`config.mk`:
```
export PLATFORM = sky130hd
export DESIGN_NAME = gen_slice
export DESIGN_NICKNAME = d
export VERILOG_FILES = /design/src/rtl/gen_slice.sv
export SDC_FILE = /design/constraint.sdc
export NUM_CORES = 1
export LEC_CHECK = 0
export CAP_MARGIN = 20
export CORE_AREA = 2 2 89 91
export CTS_BUF_LIST = sky130_fd_sc_hd__clkbuf_2
export DETAILED_ROUTE_END_ITERATION = 6
export DIE_AREA = 0 0 91 93
export DONT_BUFFER_PORTS = 1
export GPL_ROUTABILITY_DRIVEN = 1
export HOLD_SLACK_MARGIN = 0.02
export PLACE_DENSITY = 0.56
export REMOVE_ABC_BUFFERS = 1
export SLEW_MARGIN = 5
export SYNTH_ARGS = -nofsm -noshare
export SYNTH_HDL_FRONTEND = slang
export SYNTH_SLANG_ARGS = --single-unit
```
`constraint.sdc`:
```
create_clock -name CLK -period 5.7 [get_ports CLK]
set_clock_uncertainty 0.2 [all_clocks]
set_input_delay 0 -clock CLK [delete_from_list [all_inputs] [get_ports CLK]]
set_output_delay 0 -clock CLK [all_outputs]
set_load 0.01 [all_outputs]
```
`src/rtl/gen_slice.sv`:
```
// Two-entry registered skid buffer between a valid/ready producer (side a)
// and consumer (side b). All outputs are decoded from registered state only.
module gen_slice #(
  parameter int DW = 32
) (
  input  logic          CLK,
  input  logic          RST,
  input  logic          flush,
  input  logic          valid_a,
  output logic          ready_a,
  input  logic [DW-1:0] data_a,
  output logic          valid_b,
  input  logic          ready_b,
  output logic [DW-1:0] data_b,
  output logic [1:0]    count
);

  // Handshake: a beat moves on a side only in a cycle where that side's
  // valid and ready are both high at the rising edge; valid_a may drop at
  // any time, and ready_a never looks at valid_a.
  typedef enum logic [1:0] {
    EMPTY = 2'd0,
    BUSY  = 2'd1,
    FULL  = 2'd2
  } state_t;

  state_t        state_q, state_d;
  logic [DW-1:0] main_r, main_d;
  logic [DW-1:0] skid_r, skid_d;
  logic          wen, ren;

  assign ready_a = (state_q != FULL);
  assign valid_b = (state_q != EMPTY);
  assign data_b  = main_r;
  // The state encoding is the occupancy, so count doubles as the state view.
  assign count   = state_q;

  assign wen = valid_a & ready_a;
  assign ren = valid_b & ready_b;

  always_comb begin
    state_d = state_q;
    main_d  = main_r;
    skid_d  = skid_r;
    if (flush) begin
      state_d = EMPTY;
    end else begin
      case (state_q)
        EMPTY: begin
          if (wen) begin
            state_d = BUSY;
            main_d  = data_a;
          end
        end
        BUSY: begin
          if (wen && ren) begin
            main_d = data_a;
          end else if (wen) begin
            state_d = FULL;
            skid_d  = data_a;
          end else if (ren) begin
            state_d = EMPTY;
          end
        end
        FULL: begin
          // Skid drains into main; upstream is stalled so no new write here.
          if (ren) begin
            state_d = BUSY;
            main_d  = skid_r;
          end
        end
        default: state_d = EMPTY;
      endcase
    end
  end

  always_ff @(posedge CLK or posedge RST) begin
    if (RST) begin
      state_q <= EMPTY;
      main_r  <= '0;
      skid_r  <= '0;
    end else begin
      state_q <= state_d;
      main_r  <= main_d;
      skid_r  <= skid_d;
    end
  end

endmodule

```
==> summary.txt, run 1 <==
Logic synthesis
  • Ys async rst share: 1.00
  • YS warnings: 0
  • Register area share after synthesis: 0.518
  • Synth unique cells: 20
  • Post-Synthesis Cells: about 190
  • Top-count cell post-synth: dfrtp_1
  • Synthesized flop and latch total: 66
  • Compound-cell area share of the yosys netlist: 0.0118
  • Post-synthesis xor/xnor area fraction: 0
  • Synth Cell Area: 0.00319 mm^2
  • EDFF count, synth: 0
  • Mux cell area share after synthesis: 0.405
  • Commonest cells post-synth: 66 x dfrtp_1, 56 x mux2_4, 38 x mux2_2, 7 x buf_6, 3 x buf_8
  • Post-synthesis adder-cell area fraction: 0
  • Synth Area per Inst: about 17 um^2
  • Largest family of logic cells by synthesized area: multiplexers
  • Area share of the largest cell type after synthesis: 0.518
  • Area leader, netlist: dfrtp_1
  • Area contributors post-synth: dfrtp_1 52%, mux2_4 26%, mux2_2 13%
  • Post-synthesis simple-gate area fraction: 0.0247
  • Synth Flop Type: dfrtp_1

Job
  • Max-cap violation count: 0

Clock network
  • CTS H-tree lvls: 3
  • Clock-pin transition on the worst setup and hold timing paths: 0.19 ns
  • Clk sinks: 66
  • CTS Buf Count: 9
  • CTS tree: built
  • Clk_lat worst skew: 0.48 ns
  • Clk buf depth: 2
  • Root Buffer: clkbuf_2

Timing
  • Setup violations, final: 0
  • Final worst slack: 3.00 ns
  • Period utilization: 0.474
  • Slew Limit Fails: 0
  • Worst-margin pin slew: 0.824 ns
  • Fmax: 0.370 GHz
  • Setup_tns: 0 ns
  • Minimum clock period: approximately 2.7 ns
  • Final Hold Viols: 0
  • Slew headroom: 0.451
  • RSZ-0062 raised after global routing: no

Floorplan
  • Chip height: 93 um
  • Die area: 0.00846 mm^2
  • # rows: 32
  • Starting density of the core: 0.423
  • I/O pins: between 70 and 80
  • Die W: between 90 and 100 um
  • CORE AREA: roughly 0.0075 mm^2

Setup path
  • R2R Setup Slk: 3.00 ns
  • Max incr delay on CP: 1.08 ns
  • Slowest stage cell, crit path: dlygate4sd3_1
  • Startpoint Class: flop
  • CP Class: reg -> reg
  • Crit path DAT: 2.87 ns
  • Crit. End Element: flop
  • Critical Path RT: 5.87 ns
  • Crit-path max FO: 11
  • CP cell instances: nor2b_2 > nand2_1 > a21oi_4 > dlygate4sd3_1 > mux2_4

Placed design
  • DP Area: 0.00322 mm^2
  • Input/output buffers: 0
  • Final GP Congestion: 0.718
  • Pre-CTS setup slack: 3.22 ns
  • HPWL after detailed placement: 3630 um

Final layout
  • Layout cells sized above 1: 0.448
  • Nets: 300
  • Synthesis-to-layout area growth: 27.9%
  • Design area: approximately 0.0041 mm^2
  • N_diodes: 0

Hold path
  • Hold crit path type: in -> reg

Routing
  • DR vias/cell: 4.92
  • Drt first pass iters: 4
  • DRC: 0
  • Vias: 1822
  • Post-DRT Antenna Nets: 0
  • WL per Instance: approximately 17 um
  • Final WL: a little over 6000 um
  • DR iter-0 viols: 29

GRT
  • First-pass GRT wire length: 10200 um
  • Largest net degree at the start of global routing: 67
  • Antenna violations before repair: 0
  • Vias in the first global route: 2021
  • GR Overflow Total: 0
  • GRT Total Usage: 0.157

Pwr
  • Maximum VDD drop: around 0.00015 V
  • Pwr/cell area: 332 mW/mm^2
  • Leak pwr: 0.00191 uW

Status
  • Status: completed
==> final timing paths <==
check,startpoint,endpoint,depth (start not counted)
max reg2reg,count[1],data_b[3],5
min reg2reg,data_b[27],data_b[27],1
max in group asynchronous,RST,data_b[6],4
min in group asynchronous,RST,data_b[12],4
min,data_a[5],data_b[5],3
max,count[1],data_b[3],5
==> power by group <==
group | switching [uW] | internal, uW
clock | 164 | 185
combinational | 84.2 | 240
sequential | 97.1 | 582
==> flip-flops by register name, indices dropped and copies added (netlist names) <==
| register | cells |
|---|---|
| count | 2 |
| data_b | 32 |
| skid_r | 32 |
==> layer usage <==
metal / up-vias / global-route usage / routed length, um
li1: 822 / - / -
met1: 944 / 0.178 / 2500
met2: 45 / 0.274 / 3280
met3: 11 / 0.0443 / 329
met4: 0 / 0.0720 / 112
met5: - / 0 / 0
==> layout make-up <==
type	instances	area, um^2
clock buffer	9	45.0
clock inverter	7	108
fill	679	3450
inverter	1	3.75
multi-input combinational	111	1410
sequential	66	1650
tap	102	128
timing repair buffer	74	731
==> cells by family after synthesis <==
logic type / after synthesis
AO/OA/AOI/OAI: 4
AND/OR/NAND/NOR: 11
multiplexers: 96
buffers and inverters: 11
flip-flops: 66
==> critical path: cells and delay by family, from the launching register on <==
kind | cells | cell delay, ns
AO/OA/AOI/OAI | 1 | 0.17
buffers and inverters | 1 | 1.08
AND/OR/NAND/NOR | 2 | 0.28
flip-flops | 1 | 0.52
multiplexers | 1 | 0.35
==> through the flow <==
step / power (uW) / util / hold WS [ns] / std cells
final: 1350 / 0.542 / 0.136 / 370
after global routing: 1430 / 0.542 / 0.0810 / 370
after CTS: 1360 / 0.542 / 0.0768 / 370
after detailed placement: 891 / 0.428 / -0.120 / 284
after global placement: 873 / 0.428 / -0.132 / 284
after floorplan: 842 / - / -0.134 / 178
==> layout by cell type (no fill, tap or decap) <==
master,instances
a21oi_1,1
a21oi_4,1
buf_4,4
bufinv_16,3
clkbuf_2,9
clkinv_1,2
clkinv_2,2
dfrtp_1,66
dlygate4sd3_1,70
inv_2,1
mux2_1,2
mux2_2,38
mux2_4,56
nand2_1,2
nand2b_2,2
nand3b_1,1
nor2_1,1
nor2b_2,1
nor3_1,1
nor3b_4,1
o21a_1,1
o22a_1,1
or2_2,2
==> repair_timing <==
item / CTS / global route
hold buffers: 70 / 0
gates resized for setup: 0 / 0
endpoints found under the setup margin: 0 / 0
hold endpoints to repair: 132 / 0
buffers inserted: 0 / 0
Power figures use the tool's default switching activity.
==> run 2, diff against run 1 <==
- clock period: 5.7 -> 2.6 ns (I/O delays scaled with it)
==> summary.txt, run 2 (synthesis gave the netlist of run 1 again) <==
Final layout
  • Most frequent cells in the layout: 68 x dlygate4sd3_1, 65 x dfrtp_1, 56 x mux2_4, 38 x mux2_2, 9 x clkbuf_2
  • Final std cells w/o fill: 370
  • Design area: between 0.004 and 0.005 mm^2
  • Final core occ: 0.538
  • Most common cell after layout, fill and taps aside: dlygate4sd3_1
  • Layout cells sized above 1: 0.455
  • Fill count: 656
  • N_diodes: 0
  • Nets: 300
  • Synthesis-to-layout area growth: 27.0%

Clock network
  • Root Buffer: clkbuf_2
  • Clk buf depth: 2
  • CTS H-tree lvls: 3
  • Clock-pin transition on the worst setup and hold timing paths: 0.20 ns
  • Clk sinks: 66
  • CTS tree: built
  • Clk_lat worst skew: approximately 0.46 ns
  • CTS Buf Count: 9
  • Post-CTS Setup Inserts: 0

Timing
  • Minimum clock period: 2.44 ns
  • Period utilization: 0.937
  • RSZ-0062 raised after global routing: no
  • Setup_tns: 0 ns
  • Slew headroom: 0.774
  • Final Hold Viols: 0
  • Fmax: 0.411 GHz
  • Slew Limit Fails: 0
  • Worst-margin pin slew: 0.340 ns
  • Worst hold slack: approximately 0.073 ns
  • Setup violations, final: 0

Floorplan
  • Starting density of the core: 0.423
  • CORE AREA: 0.00753 mm^2
  • I/O pins: 73
  • Chip height: 93 um
  • # rows: 32
  • Die W: 91 um
  • Die area: 0.00846 mm^2

Setup path
  • CP Class: reg -> reg
  • Crit. End Element: flop
  • Crit path DAT: about 2.6 ns
  • Critical Path RT: 2.78 ns
  • Crit-path max FO: 33
  • Startpoint Class: flop

GRT
  • GRT Total Usage: 0.154
  • GR Overflow Total: 0
  • Antenna violations before repair: 0
  • First-pass GRT wire length: around 10000 um
  • Largest net degree at the start of global routing: 36
  • Vias in the first global route: a little over 2000

Routing
  • DRC: 0
  • Drt first pass iters: 2
  • Final WL: between 5000 and 6000 um
  • Post-DRT Antenna Nets: 0
  • DR iter-0 viols: 41
  • DR vias/cell: 4.82
  • WL per Instance: 16.1 um
  • Vias: 1784

Hold path
  • Hold crit path type: in -> reg

Placed design
  • Input/output buffers: 0
  • Cell count after placement: approximately 290
  • DP Area: 0.00326 mm^2
  • HPWL after detailed placement: 3630 um
  • Final GP Congestion: 0.690

Pwr
  • Maximum VDD drop: ~0.00027 V
  • Leak pwr: around 0.0019 uW
  • Pwr/cell area: between 600 and 700 mW/mm^2

Status
  • Status: completed

Job
  • Max-cap violation count: 0
[run 2: changes by cell type in the layout (fill, tap and decap cells not counted)]
cell           previous run  this run
buf_4                     4         2
dfrtp_1                  66        65
clkinvlp_4                0         2
buf_8                     0         1
dfrtp_2                   0         1
buf_12                    0         3
dlygate4sd3_1            70        68
bufinv_16                 3         0
clkinv_1                  2         3
[run 2: cell type report]
| type | count | area [um^2] | share of cell area |
|---|---|---|---|
| timing repair buffer | 74 | 771 | 0.190 |
| tap | 102 | 128 | 0.0315 |
| clock inverter | 7 | 36.3 | 0.00897 |
| multi-input combinational | 111 | 1410 | 0.348 |
| inverter | 1 | 3.75 | 0.000928 |
| sequential | 66 | 1650 | 0.408 |
| clock buffer | 9 | 45.0 | 0.0111 |
[run 2: where the power goes]
group | switching (uW) | internal [uW] | total, uW | leakage [uW]
Clock | 365 | 113 | 478 | 0.0000502
Sequential | 210 | 1280 | 1490 | 0.000795
Combinational | 166 | 442 | 608 | 0.00102
Total | 741 | 1830 | 2570 | 0.00187
[run 2: final timing paths]
kind                             from         end  slack [ns]  cells after the start
setup / recovery             count[1]   skid_r[1]        0.16                      5
hold / removal             data_a[27]  skid_r[27]        0.07                      2
setup reg to reg             count[1]   skid_r[1]        0.16                      5
hold reg to reg             skid_r[9]   skid_r[9]        0.33                      1
max in group asynchronous         RST  skid_r[18]        1.62                      4
min in group asynchronous         RST  skid_r[10]        0.36                      4
[run 2: repair_timing]
item / CTS / global route
endpoints found under the setup margin: 0 / 13
hold buffers: 68 / 1
endpoints found under the hold margin: 132 / 20
resized for setup: 0 / 4
[run 2: through the flow]
step           setup WS [ns]  power (uW)
2_1_floorplan         -0.206        1850
3_3_place_gp           0.663        1920
3_5_place_dp           0.569        1950
4_1_cts               0.0110        2600
5_1_grt               0.0486        2740
6_report               0.164        2570
[run 2: worst max-delay path, cell delays in order (launching register included)]
cell and delay, ns:
dfrtp_2 0.52, nor2b_2 0.18, nor3b_4 0.23, buf_8 0.28
mux2_2 0.37, dlygate4sd3_1 0.56
[run 2: metal layers]
layer  part of all wire  track usage  wire [um]  up-vias
met5                  0            0          0        -
li1                   -            -          -      816
met1               0.40        0.169       2400      917
met3              0.045       0.0403        269       10
met4              0.016       0.0720         93        0
met2               0.54        0.280       3190       41
